$ cat config.mk
export PLATFORM = sky130hd
export DESIGN_NAME = mem_arbiter_flat
export DESIGN_NICKNAME = d
export VERILOG_FILES = /design/src/rtl/mem_arbiter_pkg.sv /design/src/rtl/mem_arbiter_if.sv /design/src/rtl/mem_arb_pick.sv /design/src/rtl/mem_arbiter.sv /design/src/flat_wrapper.sv
export SDC_FILE = /design/constraint.sdc
export NUM_CORES = 1
export LEC_CHECK = 0
export BUFFER_PORTS_ARGS = -buffer_cell sky130_fd_sc_hd__buf_4
export CORE_AREA = 2 2 108 110
export CTS_CLUSTER_DIAMETER = 30
export DETAILED_ROUTE_END_ITERATION = 8
export DIE_AREA = 0 0 110 112
export PLACE_DENSITY = 0.76
export SYNTH_ARGS = -nofsm -noshare
export SYNTH_HDL_FRONTEND = slang
export SYNTH_SLANG_ARGS = --single-unit
export TNS_END_PERCENT = 10
$ cat constraint.sdc
create_clock -name clk -period 2 [get_ports clk]
set_input_delay 0 -clock clk [delete_from_list [all_inputs] [get_ports clk]]
set_output_delay 0 -clock clk [all_outputs]
set_load 0.005 [all_outputs]
$ cat src/rtl/mem_arbiter_pkg.sv
// ============================================================================
// mem_arbiter_pkg : FSM/owner encodings and counter sizing for mem_arbiter
// Revision 1.0
// ============================================================================
`default_nettype none

package mem_arbiter_pkg;

  typedef enum logic [1:0] {
    ARB_IDLE   = 2'd0,
    ARB_STROBE = 2'd1,
    ARB_WAIT   = 2'd2
  } arb_state_t;

  typedef enum logic [1:0] {
    OWN_NONE = 2'd0,
    OWN_I    = 2'd1,
    OWN_D    = 2'd2
  } owner_t;

  // A zero timeout still needs a 1-bit counter to keep the RTL legal.
  function automatic int cnt_width(input int timeout);
    return (timeout < 1) ? 1 : $clog2(timeout + 1);
  endfunction

endpackage

`default_nettype wire

$ cat src/rtl/mem_arbiter_if.sv
// ============================================================================
// mem_arbiter_if : fetch port, load/store port and memory bus of the arbiter
// Revision 1.0
// ============================================================================
`default_nettype none

interface mem_arbiter_if #(
  parameter int ADDR_W = 32,
  parameter int DATA_W = 32
);
  logic                  i_req;
  logic [ADDR_W-1:0]     i_addr;
  logic [DATA_W-1:0]     i_rdata;
  logic                  i_ack;

  logic                  d_req;
  logic                  d_we;
  logic [ADDR_W-1:0]     d_addr;
  logic [DATA_W-1:0]     d_wdata;
  logic [DATA_W/8-1:0]   d_wmask;
  logic [DATA_W-1:0]     d_rdata;
  logic                  d_ack;

  logic [ADDR_W-1:0]     mem_addr;
  logic [DATA_W-1:0]     mem_wdata;
  logic [DATA_W/8-1:0]   mem_wmask;
  logic                  mem_rstrb;
  logic                  mem_wstrb;
  logic [DATA_W-1:0]     mem_rdata;
  logic                  mem_rbusy;
  logic                  mem_wbusy;

  logic                  bus_err;

  modport slave (
    input  i_req, i_addr, d_req, d_we, d_addr, d_wdata, d_wmask,
           mem_rdata, mem_rbusy, mem_wbusy,
    output i_rdata, i_ack, d_rdata, d_ack,
           mem_addr, mem_wdata, mem_wmask, mem_rstrb, mem_wstrb, bus_err
  );

  modport master (
    output i_req, i_addr, d_req, d_we, d_addr, d_wdata, d_wmask,
           mem_rdata, mem_rbusy, mem_wbusy,
    input  i_rdata, i_ack, d_rdata, d_ack,
           mem_addr, mem_wdata, mem_wmask, mem_rstrb, mem_wstrb, bus_err
  );
endinterface

`default_nettype wire

$ cat src/rtl/mem_arb_pick.sv
// ============================================================================
// mem_arb_pick : combinational winner select between fetch and load/store.
// MEM_ARB_ROUND_ROBIN_EN selects round-robin on contention, else d wins.
// Revision 1.0
// ============================================================================
`default_nettype none

module mem_arb_pick
  import mem_arbiter_pkg::*;
(
  input  logic   i_req,
  input  logic   d_req,
`ifdef MEM_ARB_ROUND_ROBIN_EN
  input  owner_t rr_last,
`endif
  output owner_t grant
);

  always_comb begin
    grant = OWN_NONE;
    if (i_req && d_req) begin
`ifdef MEM_ARB_ROUND_ROBIN_EN
      grant = (rr_last == OWN_D) ? OWN_I : OWN_D;
`else
      grant = OWN_D;
`endif
    end else if (d_req) begin
      grant = OWN_D;
    end else if (i_req) begin
      grant = OWN_I;
    end
  end

endmodule

`default_nettype wire

$ cat src/rtl/mem_arbiter.sv
// ============================================================================
// mem_arbiter : shares one memory bus between fetch and load/store ports,
// one transaction at a time, with busy timeout. Macro: MEM_ARB_ROUND_ROBIN_EN
// Revision 1.0
// ============================================================================
`default_nettype none

module mem_arbiter
  import mem_arbiter_pkg::*;
#(
  parameter int ADDR_W       = 32,
  parameter int DATA_W       = 32,
  parameter int BUSY_TIMEOUT = 255
) (
  input  logic         clk,
  input  logic         rst,
  mem_arbiter_if.slave bus
);

  localparam int               CNT_W     = cnt_width(BUSY_TIMEOUT);
  localparam logic [CNT_W-1:0] CNT_MAX   = '1;
  localparam logic [CNT_W-1:0] CNT_LIMIT = CNT_W'(BUSY_TIMEOUT);
  localparam logic             TO_EN     = (BUSY_TIMEOUT != 0);

  arb_state_t          state;
  owner_t              owner;
  owner_t              grant;
  logic                is_write;
  logic [CNT_W-1:0]    cnt;
  logic [ADDR_W-1:0]   addr_q;
  logic [DATA_W-1:0]   wdata_q;
  logic [DATA_W/8-1:0] wmask_q;
  logic                rstrb_q;
  logic                wstrb_q;
  logic                busy;
  logic                timeout_hit;
  logic                done;
  logic                ack_ok;
`ifdef MEM_ARB_ROUND_ROBIN_EN
  owner_t              rr_last;
`endif

  mem_arb_pick u_pick (
    .i_req   (bus.i_req),
    .d_req   (bus.d_req),
`ifdef MEM_ARB_ROUND_ROBIN_EN
    .rr_last (rr_last),
`endif
    .grant   (grant)
  );

  assign busy        = is_write ? bus.mem_wbusy : bus.mem_rbusy;
  assign timeout_hit = TO_EN && busy && (cnt == CNT_LIMIT);
  assign done        = (state == ARB_WAIT) && (!busy || timeout_hit);
  // A reset landing on the completing cycle abandons the transaction silently.
  assign ack_ok      = done && !rst;

  assign bus.i_ack   = ack_ok && (owner == OWN_I);
  assign bus.d_ack   = ack_ok && (owner == OWN_D);
  assign bus.bus_err = ack_ok && timeout_hit;
  assign bus.i_rdata = (bus.i_ack && !timeout_hit) ? bus.mem_rdata : '0;
  assign bus.d_rdata = (bus.d_ack && !timeout_hit) ? bus.mem_rdata : '0;

  assign bus.mem_addr  = addr_q;
  assign bus.mem_wdata = wdata_q;
  assign bus.mem_wmask = wmask_q;
  assign bus.mem_rstrb = rstrb_q;
  assign bus.mem_wstrb = wstrb_q;

  always_ff @(posedge clk) begin
    if (rst) begin
      state    <= ARB_IDLE;
      owner    <= OWN_NONE;
      is_write <= 1'b0;
      cnt      <= '0;
      addr_q   <= '0;
      wdata_q  <= '0;
      wmask_q  <= '0;
      rstrb_q  <= 1'b0;
      wstrb_q  <= 1'b0;
`ifdef MEM_ARB_ROUND_ROBIN_EN
      rr_last  <= OWN_I;
`endif
    end else begin
      case (state)
        ARB_IDLE: begin
          if (grant != OWN_NONE) begin
            state <= ARB_STROBE;
            owner <= grant;
`ifdef MEM_ARB_ROUND_ROBIN_EN
            rr_last <= grant;
`endif
            if (grant == OWN_D) begin
              addr_q   <= bus.d_addr;
              is_write <= bus.d_we;
              wstrb_q  <= bus.d_we;
              rstrb_q  <= !bus.d_we;
              wdata_q  <= bus.d_we ? bus.d_wdata : '0;
              wmask_q  <= bus.d_we ? bus.d_wmask : '0;
            end else begin
              addr_q   <= bus.i_addr;
              is_write <= 1'b0;
              rstrb_q  <= 1'b1;
            end
          end
        end
        ARB_STROBE: begin
          rstrb_q <= 1'b0;
          wstrb_q <= 1'b0;
          wmask_q <= '0;
          cnt     <= '0;
          state   <= ARB_WAIT;
        end
        ARB_WAIT: begin
          if (done) begin
            state    <= ARB_IDLE;
            owner    <= OWN_NONE;
            is_write <= 1'b0;
            addr_q   <= '0;
            wdata_q  <= '0;
          end else if (cnt != CNT_MAX) begin
            cnt <= cnt + 1'b1;
          end
        end
        default: state <= ARB_IDLE;
      endcase
    end
  end

endmodule

`default_nettype wire

$ cat src/flat_wrapper.sv
// flat-port wrapper written by rule: the top's interface ports become plain ports
module mem_arbiter_flat import mem_arbiter_pkg::*;
#(
  parameter int ADDR_W       = 32,
  parameter int DATA_W       = 32,
  parameter int BUSY_TIMEOUT = 255
)
  (clk, rst, bus_i_req, bus_i_addr, bus_d_req, bus_d_we, bus_d_addr, bus_d_wdata, bus_d_wmask, bus_mem_rdata, bus_mem_rbusy, bus_mem_wbusy, bus_i_rdata, bus_i_ack, bus_d_rdata, bus_d_ack, bus_mem_addr, bus_mem_wdata, bus_mem_wmask, bus_mem_rstrb, bus_mem_wstrb, bus_bus_err);
  mem_arbiter_if #(.ADDR_W(ADDR_W), .DATA_W(DATA_W)) bus_i ();
  input  logic clk;
  input  logic rst;
  input wire logic [$bits(bus_i.i_req)-1:0] bus_i_req;
  input wire logic [$bits(bus_i.i_addr)-1:0] bus_i_addr;
  input wire logic [$bits(bus_i.d_req)-1:0] bus_d_req;
  input wire logic [$bits(bus_i.d_we)-1:0] bus_d_we;
  input wire logic [$bits(bus_i.d_addr)-1:0] bus_d_addr;
  input wire logic [$bits(bus_i.d_wdata)-1:0] bus_d_wdata;
  input wire logic [$bits(bus_i.d_wmask)-1:0] bus_d_wmask;
  input wire logic [$bits(bus_i.mem_rdata)-1:0] bus_mem_rdata;
  input wire logic [$bits(bus_i.mem_rbusy)-1:0] bus_mem_rbusy;
  input wire logic [$bits(bus_i.mem_wbusy)-1:0] bus_mem_wbusy;
  output wire logic [$bits(bus_i.i_rdata)-1:0] bus_i_rdata;
  output wire logic [$bits(bus_i.i_ack)-1:0] bus_i_ack;
  output wire logic [$bits(bus_i.d_rdata)-1:0] bus_d_rdata;
  output wire logic [$bits(bus_i.d_ack)-1:0] bus_d_ack;
  output wire logic [$bits(bus_i.mem_addr)-1:0] bus_mem_addr;
  output wire logic [$bits(bus_i.mem_wdata)-1:0] bus_mem_wdata;
  output wire logic [$bits(bus_i.mem_wmask)-1:0] bus_mem_wmask;
  output wire logic [$bits(bus_i.mem_rstrb)-1:0] bus_mem_rstrb;
  output wire logic [$bits(bus_i.mem_wstrb)-1:0] bus_mem_wstrb;
  output wire logic [$bits(bus_i.bus_err)-1:0] bus_bus_err;
  assign bus_i.i_req = bus_i_req;
  assign bus_i.i_addr = bus_i_addr;
  assign bus_i.d_req = bus_d_req;
  assign bus_i.d_we = bus_d_we;
  assign bus_i.d_addr = bus_d_addr;
  assign bus_i.d_wdata = bus_d_wdata;
  assign bus_i.d_wmask = bus_d_wmask;
  assign bus_i.mem_rdata = bus_mem_rdata;
  assign bus_i.mem_rbusy = bus_mem_rbusy;
  assign bus_i.mem_wbusy = bus_mem_wbusy;
  assign bus_i_rdata = bus_i.i_rdata;
  assign bus_i_ack = bus_i.i_ack;
  assign bus_d_rdata = bus_i.d_rdata;
  assign bus_d_ack = bus_i.d_ack;
  assign bus_mem_addr = bus_i.mem_addr;
  assign bus_mem_wdata = bus_i.mem_wdata;
  assign bus_mem_wmask = bus_i.mem_wmask;
  assign bus_mem_rstrb = bus_i.mem_rstrb;
  assign bus_mem_wstrb = bus_i.mem_wstrb;
  assign bus_bus_err = bus_i.bus_err;
  mem_arbiter #(.ADDR_W(ADDR_W), .DATA_W(DATA_W), .BUSY_TIMEOUT(BUSY_TIMEOUT)) u_core (.clk(clk), .rst(rst), .bus(bus_i));
endmodule
# Yosys cells after proc, flatten, opt, wreduce, memory -nomap -nowiden
# Cells that the tools add are included.
totals:
  regBits: 83
  output_inout_bits: 137
  elab_cells: 83
  inputBits: 139
classes:
  n_eq_ne: 12
  add_sub_neg: 1
  n_reduce_logical: 25
  n_mux: 36
op_table:
  columns: ["operator", "count"]
  rows:
  - ["32-bit 2-to-1 mux", 8]
  - ["32-bit one-hot mux with 2 select lines", 2]
  - ["8-bit 2-to-1 mux", 2]
  - ["8-bit one-hot mux with 2 select lines", 1]
  - ["4-bit 2-to-1 mux", 3]
  - ["2-bit 2-to-1 mux", 5]
  - ["1-bit logical AND", 9]
  - ["1-bit 2-to-1 mux", 9]
  - ["3-bit AND reduction", 3]
  - ["8-bit by 1-bit adder with 8-bit output, second input constant", 1]
  - ["8-bit == test, second input constant", 1]
  - ["8-bit != test, second input constant", 1]
  - ["4-bit one-hot mux with 2 select lines", 1]
  - ["2-bit nonzero test", 4]
  - ["2-bit == test, second input constant", 3]
  - ["2-bit by 1-bit != test with 1-bit output, second input constant", 3]
  - ["1-bit one-hot mux with 2 select lines", 3]
  - ["2-bit one-hot mux with 3 select lines", 1]
  - ["2-bit by 1-bit == test with 1-bit output, second input constant", 2]
  - ["1-bit logical NOT", 4]
  - ["2-bit != test, second input constant", 2]
  - ["2-bit one-hot mux with 2 select lines", 1]
  - ["2-bit AND reduction", 2]
  - ["4-bit AND reduction", 1]
  - ["other kinds (2)", 2]

# Depth between registers and ports, before layout
# Gate-level depths: netlist of run 1.
logic_depth:
  word_depth: 8
  depth_mapped: 9
  ltp_nobuf: 6

# Modules after synthesis
# From an unflattened synthesis of run 1, not the netlist that was laid out.
hier_totals:
  cells_unflattened: 429
  area_unflattened_um2: 3936.3
by_module_without_submodules:
  columns: ["module", "seq_area_each_um2", "cells_each", "n_inst", "area_each_um2"]
  rows:
  - ["mem_arbiter", 1661.6, 427, 1, 3926.3]
  - ["mem_arb_pick", 0.0, 2, 1, 10.0]

# Worst setup path before layout of run 1
# OpenSTA, ideal clock, no wires.
synth_timing:
  kind: "reg2reg"
  startpoint: "register u_core.state[1]"
  endpoint: "register u_core.addr_q[28], in the netlist u_core.bus.mem_addr[28]"
  setup_time_ns: 0.071
  path_buffers: 3
  synth_period_minus_slack_ns: 1.871
  arrival_ns: 1.800
  slack_ns: 0.129
  required_ns: 1.929
  path_stages_with_launch: 10
  path_cell_list: "dfxtp_1 inv_1 ha_1 clkbuf_2 or3b_1 o21ai_2 clkbuf_1 buf_4 o21ai_0 a21oi_1"
synth_via:
  elab_chain_cells: 4
  elab_cells_between_ends: 8
  classes_between: "eq/ne (3); mux (1); reduce/logical (4)"
synth_lines:
  columns: ["item", "line_no", "rtl"]
  rows:
  - ["from (decl)", "mem_arbiter.sv:25", "arb_state_t state;"]
  - ["from (signal assigned)", "mem_arbiter.sv:72", "state <= ARB_IDLE;"]
  - ["from (signal assigned)", "mem_arbiter.sv:88", "state <= ARB_STROBE;"]
  - ["from (signal assigned)", "mem_arbiter.sv:112", "state <= ARB_WAIT;"]
  - ["2-bit == test", "mem_arbiter.sv:54, mem_arbiter.sv:85", null]
  - ["1-bit logical AND", "mem_arbiter.sv:54", "assign done = (state == ARB_WAIT) && (!busy || timeout_hit);"]
  - ["2-bit by 1-bit != test with 1-bit output (no source line)", null, null]
  - ["3-bit AND reduction (no source line)", null, null]
  - ["to (signal assigned)", "mem_arbiter.sv:94", "addr_q <= bus.d_addr;"]
  - ["to (signal assigned)", "mem_arbiter.sv:101", "addr_q <= bus.i_addr;"]
  - ["to (decl)", "mem_arbiter.sv:30", "logic [ADDR_W-1:0] addr_q;"]
# Several ways; a longest one is shown, not always the timed one.
# A chain may end at the register's enable or synchronous reset.

# Worst setup path after layout of run 1
layout_timing:
  startpoint: "register u_core.state[0]"
  endpoint: "register u_core.wdata_q[24], in the netlist u_core.bus.mem_wdata[24]"
layout_via:
  elab_chain_cells: 4
  elab_cells_between_ends: 9
  classes_between: "eq/ne (4); mux (1); reduce/logical (4)"
layout_lines:
  columns: ["item", "line_no", "rtl"]
  rows:
  - ["2-bit == test", "mem_arbiter.sv:54, mem_arbiter.sv:85", null]
  - ["1-bit logical AND", "mem_arbiter.sv:54", null]
  - ["2-bit by 1-bit != test with 1-bit output (no source line)", null, null]
  - ["4-bit AND reduction (no source line)", null, null]
  - ["to (signal assigned)", "mem_arbiter.sv:98", "wdata_q <= bus.d_we ? bus.d_wdata : '0;"]
  - ["to (decl)", "mem_arbiter.sv:31", "logic [DATA_W-1:0] wdata_q;"]
# Several ways; a longest one is shown, not always the timed one.

==> reports/qor.csv, run 1 <==
metric,value,unit
Post-synth EDFFs,0,
dpl hpwl,10700,um
GP Congestion,0.8402,
reg-to-reg endpoint,u_core.bus.mem_wdata[24]$_SDFFE_PP0P_,
worst skew pair latency,0.33,ns
"Reg clk slew, reported paths",0.06,ns
Avg Vias per Cell,4.943,
Antenna diodes,0,
port bufs,275,
setup slack after layout,0.1464,ns
Cell Pwr Density,720.6,nW/um^2
row cnt,39,
flop and latch count out of synthesis,83,
Post-Syn Area per Cell,8.491,um^2
post-synth top area share,37.71,%
switch share,27.84,%
RSZ-0062 raised after global routing,no,
synth warn,0,
Detailed Routing Iterations Pass 1,4,
Num Clock Sinks,83,
fillcell total,871,
critical path required time,2.25,ns
Synth Flop Type,dfxtp_1,
"count leader, synth",dfxtp_1,
FF-to-FF Start,u_core.state[0]$_SDFFE_PP0P_,
r2r worst-path depth,7,
max cap viols,0,
CTS H-tree depth,3,
Remaining DRCs,0,
Finished Layout Cells,965,
slew margin rel.,63.76,%
Final Skew,0.01045,ns
sequential power share,36.6,%
full die area,12320,um^2
Final Setup Violations,0,
initial DRC count,281,
Hold Crit Class,primary input to flip-flop,
worst hold endpoint,u_core.owner[0]$_SDFFE_PP0P_,
"critical path fanouts, max",22,
synth cell count leaders,"83 x dfxtp_1, 68 x mux2i_1, 64 x and2_1",
"Distinct cells, synth",40,
Syn Std Cell Area,4407,um^2
final hold vios,0,
Crit Path Class,flip-flop to flip-flop,
IO Count,276,
Root Buffer,clkbuf_16,
pre-CTS setup slack,0.1460,ns
Post-Route WL,14950,um
total grt overflow,0,
count of antenna-violating nets left after detailed routing,0,
Internal,3.847,mW
hold_sp,bus_i_req,
Clk network pwr share,33.7,%
layout cell share with drive strength beyond 1,39.05,%
top cell type by total area after synthesis,dfxtp_1,
Max VDD drop,0.4625,mV
sw power,1.484,mW
global-route wire length before repair,22380,um
status,completed,
Placed Cells,908,
initial antenna violation count,0,
Core ar.,11170,um^2
Max Clock Freq,539.5,MHz
min cycle time layout,1.854,ns
Mapped Cells,519,
total CTS buffers,9,
pins over their slew limit,0,
multi-input logic area,2572,um^2
CTS Buffer Depth,2,
FF/Latch Area,1662,um^2
setup TNS,0,ns
crit path DAT,2.11,ns
post-synthesis net count,662,
GRT Total Usage,22.86,%
CP Capture Type,flip-flop,
Comb pwr share,29.7,%
Post-synth ARST share,0,%
DR WL/cell,15.50,um
FF-to-FF setup slack,0.15,ns
routed vias,4770,
fin crit share,92.68,%
Final Core Density,66.21,%
Starting Density,39.44,%
CTS tree,yes,
vias in the first global route,4478,
worst hold path cell count,3,
largest net degree at the start of global routing,69,
Leak,3.486,nW
synth top area cells,"dfxtp_1 38%, mux2i_1 15%, and2_1 9.1%",
CP Launch Type,flip-flop,
Die Ht,112,um
sequential fraction of the synthesis area,37.71,%
Die Wd,110,um
Area Growth Syn to Fin,67.89,%
fin nets,960,
Worst Tran Pin Value,0.5436,ns
[layout by cell type, fill, tap and decap left out, types with 2 or more instances in the layout]
cell type      Yosys  final
buf_4              1    285
dfxtp_1           83     83
mux2i_1           68     68
and2_1            64     64
nand2_1           40     40
a21oi_1           40     40
dlygate4sd3_1      0     37
nand2b_1          35     35
o21ai_0           35     35
or3_1             32     32
nor2_1            12     10
clkbuf_16          0      9
nand3_1            8      7
inv_1              6      6
nor3_1             6      6
nor2b_1            6      5
a22oi_1            5      5
o211ai_1           4      4
buf_6              3      4
buf_12             0      4
nand3b_1           3      3
or4_1              3      3
ha_1               4      3
nor2_2             0      2
and3_1             2      2
o21ai_1            3      2
a31oi_1            2      2
o32ai_1            2      2
bufinv_16          0      2
[flip-flops by register name, summed over array words and instances (netlist names), 2 cells and up]
register / cells
u_core.cnt: 8
u_core.bus.mem_wdata: 32
u_core.bus.mem_wmask: 4
u_core.state: 2
u_core.owner: 2
u_core.bus.mem_addr: 32
[what timing repair did]
action                                  CTS  global route
setup buffers                             0             2
pin swaps                                 0             2
hold buffers                             37             0
cloned                                    0             2
endpoints found under the setup margin   65            73
hold endpoints to repair                 37             0
resized for setup                         5            12
[critical path, stage by stage, from the launching register on]
cell and delay, ns:
dfxtp_1 0.37, inv_1 0.10, ha_1 0.23, buf_4 0.18, nor2b_1 0.18, nor3_4 0.27, buf_12 0.23, mux2i_1 0.22
[cells by family (layout without fill, tap and decap cells)]
kind of cell	after synthesis	in the layout	synth area share, %
buf+inv	49	352	5.025
fa+ha+maj	4	4	1.136
compound gates	96	96	12.01
mux	69	69	15.70
simple gates	218	218	28.42
flops	83	83	37.71
[per-stage QoR]
stage / area, um^2 / hold slack (ns) / total power, mW
final: 7398 / 0.006346 / 5.332
after floorplan: 4407 / 0.1103 / 2.769
after CTS: 7341 / 0.001191 / 5.348
after global routing: 7398 / 0.01735 / 5.592
after global placement: 6619 / 0.2462 / 3.438
after detailed placement: 6619 / 0.2641 / 3.484
[how the worst max path moves through the flow]
stage / depth (start not counted) / start / end / slack, ns
2_1_floorplan: 9 / u_core.state[1]$_SDFFE_PP0P_ / u_core.bus.mem_addr[28]$_SDFFE_PP0P_ / 0.13
3_3_place_gp: 6 / u_core.cnt[0]$_SDFFE_PP0P_ / u_core.bus.mem_wdata[30]$_SDFFE_PP0P_ / 0.19
3_5_place_dp: 6 / u_core.cnt[0]$_SDFFE_PP0P_ / u_core.bus.mem_wdata[31]$_SDFFE_PP0P_ / 0.15
4_1_cts: 8 / u_core.state[0]$_SDFFE_PP0P_ / bus_d_rdata[23] / 0.0002
5_1_grt: 8 / u_core.state[0]$_SDFFE_PP0P_ / bus_i_rdata[7] / 0.02
6_report: 7 / u_core.state[0]$_SDFFE_PP0P_ / u_core.bus.mem_wdata[24]$_SDFFE_PP0P_ / 0.15
[final cells by class]
cell class                 count  share of cell area, %
clock buffer                  11                  3.281
clock inverter                 5                  1.150
inverter                       6                 0.3044
multi-input combinational    387                  34.77
sequential                    83                  22.46
tap                          143                  2.418
timing repair buffer         330                  35.62
[power by group through the flow]
stage / clock [mW] / combinational, mW / sequential [mW]
2_1_floorplan: 0 / 0.783 / 1.99
3_3_place_gp: 0 / 1.46 / 1.98
3_5_place_dp: 0 / 1.50 / 1.98
4_1_cts: 1.83 / 1.57 / 1.95
5_1_grt: 1.90 / 1.72 / 1.97
6_report: 1.80 / 1.58 / 1.95
[metal layers]
| metal | share of wire [%] | GRT usage, % | vias up |
|---|---|---|---|
| met1 | 41 | 28.59 | 2169 |
| met4 | 1.1 | 5.907 | 0 |
| met5 | 0 | 0 | - |
| li1 | - | - | 2384 |
| met3 | 8.5 | 6.440 | 17 |
| met2 | 50 | 38.32 | 200 |
(Power assumes the default switching activity.)
==> run 2, diff against run 1 <==
- PLACE_DENSITY: 0.76 -> 0.74
==> reports/qor.csv, run 2 (synthesis gave the netlist of run 1 again) <==
metric,value,unit,change
min cycle time layout,1.915,ns,+0.06146 ns
Root Buffer,clkbuf_16,,
GP Congestion,0.8594,,+2.3%
fin nets,961,,+0.10%
Max Clock Freq,522.2,MHz,-3.2%
Crit Path Class,flip-flop to primary output,,
Hold Crit Class,primary input to flip-flop,,
Avg Vias per Cell,4.981,,+0.78%
dpl hpwl,10950,um,+2.4%
Final Core Density,66.62,%,+0.41 points
sw power,1.507,mW,+1.5%
Leak,3.500,nW,+0.41%
"critical path fanouts, max",16,,-27%
total grt overflow,0,,unchanged
CP max stage delay,0.33,ns,-0.04 ns
GRT Total Usage,23.81,%,+0.95 points
setup slack after layout,0.08495,ns,-0.06146 ns
global-route wire length before repair,23410,um,+4.6%
CP Launch Type,flip-flop,,
Starting Density,39.44,%,unchanged
Area Growth Syn to Fin,68.94,%,
met1 Usage GRT,30.11,%,+1.5 points
Die Wd,110,um,unchanged
Worst Tran Pin Value,0.4840,ns,-0.05966 ns
Remaining DRCs,0,,unchanged
critical path required time,2.00,ns,-0.25 ns
Detailed Routing Iterations Pass 1,4,,unchanged
final hold vios,0,,unchanged
crit path DAT,1.92,ns,-0.19 ns
Core ar.,11170,um^2,unchanged
routed vias,4807,,+0.78%
Max VDD drop,0.5453,mV,+18%
Cell Pwr Density,721.5,nW/um^2,+0.12%
total CTS buffers,9,,unchanged
pins over their slew limit,0,,unchanged
slew margin rel.,67.74,%,+4.0 points
Antenna diodes,0,,unchanged
vias in the first global route,4764,,+6.4%
port bufs,275,,unchanged
CTS Buffer Depth,2,,unchanged
status,completed,,
met2 usage,39.88,%,+1.6 points
Placed Cells,911,,+0.33%
Final Setup Violations,0,,unchanged
CP Capture Type,primary output,,
Clk network pwr share,33.5,%,-0.2 points
setup TNS,0,ns,unchanged
Num Clock Sinks,83,,unchanged
switch share,28.05,%,+0.21 points
Final Skew,0.01108,ns,+0.0006320 ns
"Reg clk slew, reported paths",0.06,ns,about the same
CP Cell Sequence,inv_2 > ha_4 > nor2b_4 > nand3b_1 > nor2_4 > buf_12 > and2_4 > buf_4,,
Die Ht,112,um,unchanged
full die area,12320,um^2,unchanged
sequential power share,36.5,%,about the same
max cap viols,0,,unchanged
pre-CTS setup slack,0.1247,ns,-0.02133 ns
Post-Route WL,15280,um,+2.2%
initial antenna violation count,0,,unchanged
IO Count,276,,unchanged
count of antenna-violating nets left after detailed routing,0,,unchanged
final total power,5.371,mW,+0.75%
largest net degree at the start of global routing,49,,-29%
initial DRC count,259,,-7.8%
worst skew pair latency,0.33,ns,about the same
gr busiest metal,met2,,
fillcell total,912,,+4.7%
"commonest non-fill, non-tap cell in the layout",buf_4,,
Internal,3.865,mW,+0.45%
DR WL/cell,15.83,um,+2.2%
met3 Use GR,4.859,%,-1.6 points
CTS H-tree depth,3,,unchanged
CTS tree,yes,,
Post-CTS Setup Bufs,0,,unchanged
row cnt,39,,unchanged
Finished Layout Cells,965,,unchanged
CP max-delay cell,dfxtp_1,,
"commonest non-fill, non-tap cells in the layout","285 x buf_4, 83 x dfxtp_1, 68 x mux2i_1",,
layout cell share with drive strength beyond 1,39.29,%,+0.24 points
fin crit share,95.75,%,+3.1 points
Comb pwr share,30.0,%,+0.3 points
run 2: what timing repair did:
item                       4_1_cts  5_1_grt
pin swaps                        0        3
setup endpoints to repair       64       88
cloned                           0        1
hold buffers                    38        0
gates resized for setup          4        9
hold endpoints to repair        37        0
run 2: layer usage:
metal,wire length [um],vias up
li1,-,2381
met1,6497,2234
met2,7543,171
met3,968,21
met4,269,0
met5,0,-
run 2: path summary, 6_finish.rpt:
path | endpoint | slack, ns | cells after the start | startpoint
max | bus_d_rdata[25] | 0.08 | 8 | u_core.state[0]$_SDFFE_PP0P_
min | u_core.owner[0]$_SDFFE_PP0P_ | 0.004 | 3 | bus_i_req
max reg2reg | u_core.bus.mem_wdata[20]$_SDFFE_PP0P_ | 0.14 | 6 | u_core.cnt[0]$_SDFFE_PP0P_
min reg2reg | u_core.bus.mem_wdata[22]$_SDFFE_PP0P_ | 0.47 | 2 | u_core.bus.mem_wdata[22]$_SDFFE_PP0P_
run 2: worst max-delay path, delay by kind of cell (launching register included):
| kind | cells | cell delay, ns |
|---|---|---|
| adders and majority gates | 1 | 0.18 |
| buffers and inverters | 3 | 0.35 |
| and+or+nand+nor | 4 | 0.72 |
| DFF | 1 | 0.33 |
run 2: power groups by stage:
stage / Combinational (mW) / Clock, mW / Sequential (mW)
3_3_place_gp: 1.48 / 0 / 1.99
4_1_cts: 1.59 / 1.83 / 1.96
6_report: 1.61 / 1.80 / 1.96
2_1_floorplan: 0.783 / 0 / 1.99
5_1_grt: 1.76 / 1.91 / 1.98
3_5_place_dp: 1.53 / 0 / 1.99
run 2: area by class of cell:
class | count | area (um^2) | share of cell area, %
Timing Repair Buffer | 331 | 2676 | 35.95
Tap cell | 143 | 178.9 | 2.403
Multi-Input combinational cell | 387 | 2580 | 34.66
Clock inverter | 5 | 86.33 | 1.160
Clock buffer | 10 | 239.0 | 3.210
Inverter | 6 | 22.52 | 0.3025
Sequential cell | 83 | 1662 | 22.32
run 2: through the flow:
stage                     area, um^2  hold WS (ns)
after floorplan                 4407        0.1103
after global placement          6666        0.2476
after detailed placement        6666        0.2631
after CTS                       7382      0.002875
after global routing            7445       0.01234
final                           7445      0.003629
